`src/rtl/fpu_pkg.sv`:
```
// Shared types and opcode lookup for the RV32F execute-stage issue controller.
// Maps each fpusel opcode to its execution class, target unit and unit sub-mode.
package fpu_pkg;

    typedef enum logic [4:0] {
        OP_FADD      = 5'h00,
        OP_FSUB      = 5'h01,
        OP_FMUL      = 5'h02,
        OP_FDIV      = 5'h03,
        OP_FSQRT     = 5'h04,
        OP_FSGNJ     = 5'h05,
        OP_FSGNJN    = 5'h06,
        OP_FSGNJX    = 5'h07,
        OP_FMIN      = 5'h08,
        OP_FMAX      = 5'h09,
        OP_FCVT_W_S  = 5'h0A,
        OP_FCVT_WU_S = 5'h0B,
        OP_FMV_X_W   = 5'h0C,
        OP_FEQ       = 5'h0D,
        OP_FLT       = 5'h0E,
        OP_FLE       = 5'h0F,
        OP_FCLASS    = 5'h10,
        OP_FCVT_S_W  = 5'h11,
        OP_FCVT_S_WU = 5'h12,
        OP_FMV_W_X   = 5'h13,
        OP_FMADD     = 5'h14,
        OP_FMSUB     = 5'h15,
        OP_FNMSUB    = 5'h16,
        OP_FNMADD    = 5'h17
    } fpu_op_e;

    localparam logic [1:0] UNIT_ADD = 2'd0;
    localparam logic [1:0] UNIT_MUL = 2'd1;
    localparam logic [1:0] UNIT_DIV = 2'd2;
    localparam logic [1:0] UNIT_CVT = 2'd3;

    localparam logic [1:0] MODE_DIV  = 2'd0;
    localparam logic [1:0] MODE_SQRT = 2'd1;
    localparam logic [1:0] MODE_F2I  = 2'd0;
    localparam logic [1:0] MODE_F2UI = 2'd1;
    localparam logic [1:0] MODE_I2F  = 2'd2;
    localparam logic [1:0] MODE_UI2F = 2'd3;

    localparam logic [31:0] CANON_NAN = 32'h7FC0_0000;

    typedef enum logic [1:0] {ST_IDLE, ST_LAUNCH, ST_WAIT, ST_DONE} state_e;

    typedef enum logic [1:0] {CLS_COMB, CLS_UNIT, CLS_FUSED, CLS_BAD} op_cls_e;

    typedef struct packed {
        op_cls_e    cls;
        logic [1:0] unit;
        logic [1:0] mode;
    } op_info_t;

    function automatic op_info_t decode_op(input logic [4:0] op);
        op_info_t info;
        info.cls  = CLS_BAD;
        info.unit = UNIT_ADD;
        info.mode = 2'd0;
        case (op)
            OP_FADD, OP_FSUB: begin
                info.cls = CLS_UNIT; info.unit = UNIT_ADD;
            end
            OP_FMUL: begin
                info.cls = CLS_UNIT; info.unit = UNIT_MUL;
            end
            OP_FDIV: begin
                info.cls = CLS_UNIT; info.unit = UNIT_DIV; info.mode = MODE_DIV;
            end
            OP_FSQRT: begin
                info.cls = CLS_UNIT; info.unit = UNIT_DIV; info.mode = MODE_SQRT;
            end
            OP_FCVT_W_S: begin
                info.cls = CLS_UNIT; info.unit = UNIT_CVT; info.mode = MODE_F2I;
            end
            OP_FCVT_WU_S: begin
                info.cls = CLS_UNIT; info.unit = UNIT_CVT; info.mode = MODE_F2UI;
            end
            OP_FCVT_S_W: begin
                info.cls = CLS_UNIT; info.unit = UNIT_CVT; info.mode = MODE_I2F;
            end
            OP_FCVT_S_WU: begin
                info.cls = CLS_UNIT; info.unit = UNIT_CVT; info.mode = MODE_UI2F;
            end
            OP_FSGNJ, OP_FSGNJN, OP_FSGNJX, OP_FMIN, OP_FMAX, OP_FMV_X_W,
            OP_FEQ, OP_FLT, OP_FLE, OP_FCLASS, OP_FMV_W_X: begin
                info.cls = CLS_COMB;
            end
            // Fused ops run the multiplier first; the adder pass is chained later.
            OP_FMADD, OP_FMSUB, OP_FNMSUB, OP_FNMADD: begin
                info.cls = CLS_FUSED; info.unit = UNIT_MUL;
            end
            default: info.cls = CLS_BAD;
        endcase
        return info;
    endfunction

endpackage

```
`src/rtl/fpu_issue_ctrl.sv`:
```
// RV32F execute-stage issue controller: dispatches ops to a bank of multi-cycle
// units over start/done handshakes, captures combinational results, chains fused ops.
module fpu_issue_ctrl
    import fpu_pkg::*;
#(
    parameter int WIDTH     = 32,
    parameter int NUM_UNITS = 4,
    parameter int OP_W      = 5,
    parameter int TIMEOUT   = 64
) (
    input  logic                       g_clk,
    input  logic                       g_rst_n,
    input  logic                       in_valid,
    output logic                       in_ready,
    input  logic [OP_W-1:0]            op,
    input  logic [WIDTH-1:0]           a,
    input  logic [WIDTH-1:0]           b,
    input  logic [WIDTH-1:0]           c,
    input  logic [WIDTH-1:0]           comb_res,
    output logic [NUM_UNITS-1:0]       unit_start,
    output logic [1:0]                 unit_mode,
    output logic [WIDTH-1:0]           unit_a,
    output logic [WIDTH-1:0]           unit_b,
    input  logic [NUM_UNITS-1:0]       unit_done,
    input  logic [NUM_UNITS*WIDTH-1:0] unit_res,
    output logic                       out_valid,
    output logic [WIDTH-1:0]           res,
    output logic                       stall,
    output logic                       timeout_err
);

    localparam int CNT_W = $clog2(TIMEOUT);
    localparam logic [WIDTH-1:0] NAN_W = WIDTH'(CANON_NAN);

    state_e               state_q, state_d;
    logic [1:0]           unit_q, unit_d;
    logic [1:0]           mode_q, mode_d;
    logic [WIDTH-1:0]     opa_q, opa_d;
    logic [WIDTH-1:0]     opb_q, opb_d;
    logic [WIDTH-1:0]     c_q, c_d;
    logic                 fused_q, fused_d;
    logic                 phase_q, phase_d;
    logic                 neg_prod_q, neg_prod_d;
    logic                 neg_c_q, neg_c_d;
    logic [CNT_W-1:0]     cnt_q, cnt_d;
    logic [WIDTH-1:0]     res_q, res_d;
    logic                 out_valid_q, out_valid_d;
    logic [NUM_UNITS-1:0] start_q, start_d;
    logic                 stall_q, stall_d;
    logic                 in_ready_q, in_ready_d;
    logic                 terr_q, terr_d;

    logic [4:0]           op5;
    op_info_t             info;
    logic                 sel_done;
    logic [WIDTH-1:0]     sel_res;

    function automatic logic [WIDTH-1:0] neg_if(input logic [WIDTH-1:0] x, input logic en);
        return {x[WIDTH-1] ^ en, x[WIDTH-2:0]};
    endfunction

    // Only the four architected units can ever be selected; reserved indices stay idle.
    function automatic logic [NUM_UNITS-1:0] onehot(input logic [1:0] u);
        logic [NUM_UNITS-1:0] v;
        for (int k = 0; k < NUM_UNITS; k++) v[k] = (k == int'(u));
        return v;
    endfunction

    assign op5  = op[4:0];
    assign info = decode_op(op5);

    always_comb begin
        sel_done = 1'b0;
        sel_res  = '0;
        for (int k = 0; k < 4; k++) begin
            if (int'(unit_q) == k) begin
                sel_done = unit_done[k];
                sel_res  = unit_res[k*WIDTH +: WIDTH];
            end
        end
    end

    always_comb begin
        state_d     = state_q;
        unit_d      = unit_q;
        mode_d      = mode_q;
        opa_d       = opa_q;
        opb_d       = opb_q;
        c_d         = c_q;
        fused_d     = fused_q;
        phase_d     = phase_q;
        neg_prod_d  = neg_prod_q;
        neg_c_d     = neg_c_q;
        cnt_d       = cnt_q;
        res_d       = res_q;
        terr_d      = terr_q;
        out_valid_d = 1'b0;
        start_d     = '0;
        case (state_q)
            ST_IDLE: begin
                if (in_valid) begin
                    case (info.cls)
                        CLS_COMB: begin
                            res_d       = comb_res;
                            out_valid_d = 1'b1;
                        end
                        CLS_BAD: begin
                            res_d       = NAN_W;
                            out_valid_d = 1'b1;
                        end
                        default: begin
                            opa_d      = a;
                            opb_d      = neg_if(b, op5 == OP_FSUB);
                            c_d        = c;
                            fused_d    = (info.cls == CLS_FUSED);
                            phase_d    = 1'b0;
                            neg_prod_d = (op5 == OP_FNMSUB) || (op5 == OP_FNMADD);
                            neg_c_d    = (op5 == OP_FMSUB)  || (op5 == OP_FNMADD);
                            unit_d     = info.unit;
                            mode_d     = info.mode;
                            start_d    = onehot(info.unit);
                            state_d    = ST_LAUNCH;
                        end
                    endcase
                end
            end
            ST_LAUNCH: begin
                cnt_d   = '0;
                state_d = ST_WAIT;
            end
            ST_WAIT: begin
                cnt_d = cnt_q + CNT_W'(1);
                if (sel_done) begin
                    if (fused_q && !phase_q) begin
                        opa_d   = neg_if(sel_res, neg_prod_q);
                        opb_d   = neg_if(c_q, neg_c_q);
                        unit_d  = UNIT_ADD;
                        mode_d  = 2'd0;
                        phase_d = 1'b1;
                        start_d = onehot(UNIT_ADD);
                        state_d = ST_LAUNCH;
                    end else begin
                        res_d       = sel_res;
                        out_valid_d = 1'b1;
                        state_d     = ST_DONE;
                    end
                end else if (cnt_q == CNT_W'(TIMEOUT - 1)) begin
                    res_d       = NAN_W;
                    terr_d      = 1'b1;
                    out_valid_d = 1'b1;
                    state_d     = ST_DONE;
                end
            end
            default: state_d = ST_IDLE;
        endcase
        stall_d    = (state_d != ST_IDLE);
        in_ready_d = (state_d == ST_IDLE);
    end

    always_ff @(posedge g_clk) begin
        if (!g_rst_n) begin
            state_q     <= ST_IDLE;
            unit_q      <= UNIT_ADD;
            mode_q      <= 2'd0;
            opa_q       <= '0;
            opb_q       <= '0;
            fused_q     <= 1'b0;
            phase_q     <= 1'b0;
            neg_prod_q  <= 1'b0;
            neg_c_q     <= 1'b0;
            cnt_q       <= '0;
            res_q       <= NAN_W;
            out_valid_q <= 1'b0;
            start_q     <= '0;
            stall_q     <= 1'b0;
            in_ready_q  <= 1'b1;
            terr_q      <= 1'b0;
        end else begin
            state_q     <= state_d;
            unit_q      <= unit_d;
            mode_q      <= mode_d;
            opa_q       <= opa_d;
            opb_q       <= opb_d;
            fused_q     <= fused_d;
            phase_q     <= phase_d;
            neg_prod_q  <= neg_prod_d;
            neg_c_q     <= neg_c_d;
            cnt_q       <= cnt_d;
            res_q       <= res_d;
            out_valid_q <= out_valid_d;
            start_q     <= start_d;
            stall_q     <= stall_d;
            in_ready_q  <= in_ready_d;
            terr_q      <= terr_d;
        end
    end

    always_ff @(posedge g_clk) begin
        c_q <= c_d;
    end

    assign in_ready    = in_ready_q;
    assign unit_start  = start_q;
    assign unit_mode   = mode_q;
    assign unit_a      = opa_q;
    assign unit_b      = opb_q;
    assign out_valid   = out_valid_q;
    assign res         = res_q;
    assign stall       = stall_q;
    assign timeout_err = terr_q;

endmodule

```
`config.mk`:
```
export PLATFORM = sky130hd
export DESIGN_NAME = fpu_issue_ctrl
export DESIGN_NICKNAME = d
export VERILOG_FILES = /design/src/rtl/fpu_pkg.sv /design/src/rtl/fpu_issue_ctrl.sv
export SDC_FILE = /design/constraint.sdc
export NUM_CORES = 1
export LEC_CHECK = 0
export CORE_AREA = 2 2 145 147
export DETAILED_ROUTE_END_ITERATION = 8
export DIE_AREA = 0 0 147 149
export PLACE_DENSITY = 0.72
export SYNTH_ARGS = -nofsm -noshare
export SYNTH_HDL_FRONTEND = slang
export SYNTH_SLANG_ARGS = --single-unit
```
`constraint.sdc`:
```
create_clock -name g_clk -period 9.7 [get_ports g_clk]
set_input_delay 0.97 -clock g_clk [delete_from_list [all_inputs] [get_ports g_clk]]
set_output_delay 0.97 -clock g_clk [all_outputs]
set_load 0.03 [all_outputs]
```
After elaboration in Yosys (flattened, before gate mapping)
Index checks and enable logic that the tools add are counted.
{"block": "classes", "add_sub_neg": 1, "n_eq_ne": 41, "muxes": 58, "bitwise_logic": 5, "n_reduce_logical": 25}
{"op": "32-bit 2-to-1 mux", "count": 16}
{"op": "32-bit case mux with 2 select lines", "count": 4}
{"op": "5-bit by 4-bit equality test with 1-bit output, second input constant", "count": 8}
{"op": "5-bit equality test, second input constant", "count": 8}
{"op": "2-bit case mux with 3 select lines", "count": 4}
{"op": "2-bit 2-to-1 mux", "count": 11}
{"op": "5-bit by 3-bit equality test with 1-bit output, second input constant", "count": 4}
{"op": "1-bit 2-to-1 mux", "count": 15}
{"op": "6-bit case mux with 2 select lines", "count": 1}
{"op": "11-bit OR reduction", "count": 1}
{"op": "2-bit equality test, second input constant", "count": 5}
{"op": "5-bit by 2-bit equality test with 1-bit output, second input constant", "count": 2}
{"op": "2-bit zero test", "count": 5}
{"op": "5-bit AND reduction", "count": 2}
{"op": "9-bit OR reduction", "count": 1}
{"op": "4-bit 2-to-1 mux", "count": 2}
{"op": "2-bit inequality test, second input constant", "count": 4}
{"op": "2-bit case mux with 2 select lines", "count": 2}
{"op": "4-bit case mux with 2 select lines", "count": 1}
{"op": "4-bit OR reduction", "count": 2}
{"op": "6-bit by 1-bit adder with 6-bit output, second input constant", "count": 1}
{"op": "6-bit equality test, second input constant", "count": 1}
{"op": "3-bit inequality test, second input constant", "count": 2}
{"op": "3-bit AND reduction", "count": 2}
{"op": "other kinds (15)", "count": 26}
{"block": "totals", "regBits": 152, "inputBits": 268, "out_inout_bits": 106}

Depth between registers and ports, before layout
{"block": "depth", "depth_word": 9, "depth_mapped": 14, "depth_no_buf": 11}

Worst setup path before layout
Ideal clock, no wire load.
{"block": "synth_timing", "path_type": "input port to flip-flop", "startpoint": "in op[0]", "endpoint": "reg opa_q[6], in the netlist unit_a[6]", "setup_time_ns": 0.132, "arrival_ns": 3.881, "required_ns": 9.568, "setup_slack_ns": 5.688, "stages": 12, "n_path_buf": 2, "path_cell_list": "clkbuf_1 -> xnor2_2 -> o32a_1 -> ha_1 -> nor2b_1 -> nand2_1 -> inv_1 -> nor2b_1 -> a21oi_2 -> clkbuf_1 -> nor3b_1 -> nor3_1"}
{"block": "synth_via", "elab_chain_len": 7, "word_cells_on_any_way": 33, "cone_classes": "eq/ne: 25; mux: 1; reduce/logical: 7"}
{"item": "start: declaration", "line": "fpu_issue_ctrl.sv:15", "rtl": "input logic [OP_W-1:0] op,"}
{"item": "5-bit by 3-bit equality test with 1-bit output (tied with other cells)", "line": "fpu_pkg.sv:61", "rtl": "case (op)"}
{"item": "11-bit OR reduction (tied with other cells)", "line": "fpu_pkg.sv:61"}
{"item": "2-bit case mux with 3 select lines *", "line": "fpu_pkg.sv:61"}
{"item": "2-bit equality test or 2-bit zero test (tied branches)", "line": "fpu_issue_ctrl.sv:102", "rtl": "case (info.cls)"}
{"item": "2-bit OR reduction (no line) *"}
{"item": "2-bit inequality test (no line) *"}
{"item": "5-bit AND reduction (no line) *"}
{"item": "end signal: assignment", "line": "fpu_issue_ctrl.sv:182", "rtl": "opa_q <= opa_d;"}
{"item": "end: declaration", "line": "fpu_issue_ctrl.sv:38", "rtl": "logic [WIDTH-1:0] opa_q, opa_d;"}
Every way passes the cells marked *; elsewhere a longest branch is shown, timed or not.
A chain may end at the register's enable or synchronous reset.

Final worst setup path
{"block": "layout_timing", "startpoint": "in op[1]", "endpoint": "reg opa_q[3], in the netlist unit_a[3]"}
The elaborated chain is that of the path after synthesis.

==> results.tsv <==
metric	value	unit
max_cap viols	0	
Syn Nets	964	
Final Max Tran Viols	0	
sequential fraction of the synthesis area	45.8	%
Fin. Hold Viols	0	
Max Freq	0.192	GHz
Initial Util	35.7	%
Die Ht	149	um
CTS resizes	0	
post-synthesis async set-or-reset flop share	0	%
WHS	0.471	ns
Synth Cell Area	0.00734	mm2
Rows	53	
layout cells sized above 1	9.62	%
Period minus WS final	5.22	ns
most used cell, CP	nor2b_1	
Routed WL per cell	20.3	um
RSZ-0062 raised after global routing	false	
most frequent cells in the layout	clkdlybuf4s50_1 (373), dfxtp_1 (118), nor2_1 (74)	
Die ar.	0.0219	mm2
post-route ant nets	0	
pwr dens	248	mW/mm2
core box area	0.0206	mm2
Leak	3.91	nW
fin crit share	53.8	%
Worst setup EP type	flip-flop	
Worst-Skew Late Latency	0.42	ns
chip width	147	um
Max-Slew Margin vs Limit	18.2	%
CTS root buf	clkbuf_16	
PnR worst setup slack	4.48	ns
Worst Tran Pin Value	1.23	ns
worst min-delay path class	reg -> reg	
most common flop cell mapped by yosys	dfxtp_1	
routability cong.	0.873	
# DRC	0	
chain of cells forming the critical path	clkdlybuf4s50_1, nor2b_1, nor2_1, o32a_1, ha_1, nor2b_1, nand2_1, inv_1, buf_4, nor2b_1, a21oi_4, buf_4, nor3b_1, nor3_1	
Layout area overhead	61.2	%
routed vias/inst	5.31	
CTS tree	done	
post-synth cell types	56	
first-pass GRT wire length	40100	um
CTS sink cnt	152	
gr ovfl total	0	
Fin Setup TNS	0	ns
Hold-fix buffers, CTS	0	
setup slack at placement	4.09	ns
clock transition at the registers of the reported paths	0.06	ns
placed instance area	0.0112	mm2
syn avg cell area	10.6	um2
WL final	26800	um
Slowest cell on crit path	buf_4	
YS warnings	0	
num ports	374	
number of synthesized flops with an enable pin	32	
crit-path max FO	93	
vias in the first global route	6929	
delay-heaviest family, CP	buffers and inverters	
DRT iter0 DRCs	300	
pin count of the biggest net entering global routing	94	
length of the first detailed-routing pass in iterations	4	
Power, Total	2.93	mW
clk_skew	0.0112	ns
Clock Path Buffers	2	
setup bufs post-CTS	0	
DP HPWL	20200	um
total number of vias	6990	
crit path launch type	primary input	
Layout Cells excl Fill	1317	
port bufs	373	
CP arrival	5.49	ns
htree depth	4	
status	finished clean	
Crit path buffers/inverters	4	
Setup-failing EPs final	0	
DP Cell Count	1283	
slowest stage delay, CP	0.83	ns
worst vdd ir	0.138	mV
initial antenna violation count	2	
CP Data Required Time	9.97	ns
most common cell after layout, fill and taps aside	clkdlybuf4s50_1	
overall routing resource usage	23.9	%
synthesized flop and latch total	152	
post-route core utilization	57.6	%
crit path kind	in -> reg	
CTS buffer count	17	
final net count	1301	
Syn Inst Count	690	
design area	0.0118	mm2
## synthesized netlist by cell type, types with 4 or more instances
cell type | count | share of area, %
dfxtp_1 | 120 | 33
nand3_1 | 5 | 0.34
buf_1 | 4 | 0.20
edfxtp_1 | 32 | 13
nand2_1 | 25 | 1.3
mux4_2 | 28 | 8.6
o211ai_1 | 10 | 1.0
xnor2_1 | 4 | 0.48
o22ai_1 | 20 | 1.7
a211oi_1 | 57 | 5.8
mux2i_1 | 61 | 8.3
nor2b_1 | 13 | 1.1
a211oi_2 | 20 | 3.4
nand2b_1 | 7 | 0.60
o21ai_0 | 27 | 1.8
buf_2 | 19 | 1.3
nor2_1 | 74 | 3.8
nor3_1 | 10 | 0.68
clkbuf_1 | 32 | 1.6
a21oi_1 | 36 | 2.5
a22oi_1 | 25 | 2.6
nor3b_1 | 5 | 0.51
ha_1 | 6 | 1.0
inv_1 | 6 | 0.31
## cells by family (layout without fill, tap and decap cells)
kind of cell	Yosys count	after routing	synth area share [%]
AND/OR/NAND/NOR	151	151	9.44
AO/OA/AOI/OAI	216	216	21.5
XOR/XNOR	8	8	1.06
multiplexers	90	90	17.1
adder cells (fa/ha/maj)	6	6	1.02
flip-flops	152	152	45.8
buffers and inverters	67	417	4.16
other	0	2	0
## routing by layer
layer,vias to the layer above,routed length (um),GRT usage [%]
met2,276,13100,40.5
met3,36,1800,5.72
met5,-,0,0
met4,0,576,8.22
li1,3316,-,-
met1,3362,11300,30.1
## where the power goes
part           switching (mW)  leakage, nW  total [mW]  internal [mW]
combinational           0.786         2.34        1.36          0.573
sequential             0.0874         1.28       0.893          0.805
clock                   0.290        0.294       0.680          0.390
## registers in the layout (all words and copies together), names as in the netlist, 2 cells and up
signal      count
state_q         2
c_q            32
unit_mode       2
cnt_q           6
unit_b         32
unit_a         32
unit_q          2
unit_start      4
res            32
## final cells by class
class	instances	area (um2)
Inverter	7	28.8
Multi-Input combinational cell	471	3710
Sequential cell	152	3370
Tap cell	275	344
Fill cell	1793	8710
Clock inverter	15	188
Timing Repair Buffer	378	3770
Antenna cell	2	5.00
Clock buffer	17	425
## worst reg2reg max path: cells and delay by family, from the launching register on
kind	cells	cell delay (ns)
multiplexers	1	0.68
flip-flops	1	0.95
AND/OR/NAND/NOR	3	0.62
buffers and inverters	1	0.84
AO/OA/AOI/OAI	1	0.71
## final timing paths
check	from	endpoint	slack, ns	depth (start not counted)
max reg2reg	unit_q[1]	unit_a[3]	5.76	6
min	unit_a[31]	unit_a[31]	0.47	2
max	op[1]	unit_a[3]	4.48	14
min reg2reg	unit_a[31]	unit_a[31]	0.47	2
No activity file was read; power rests on OpenSTA's default activity.
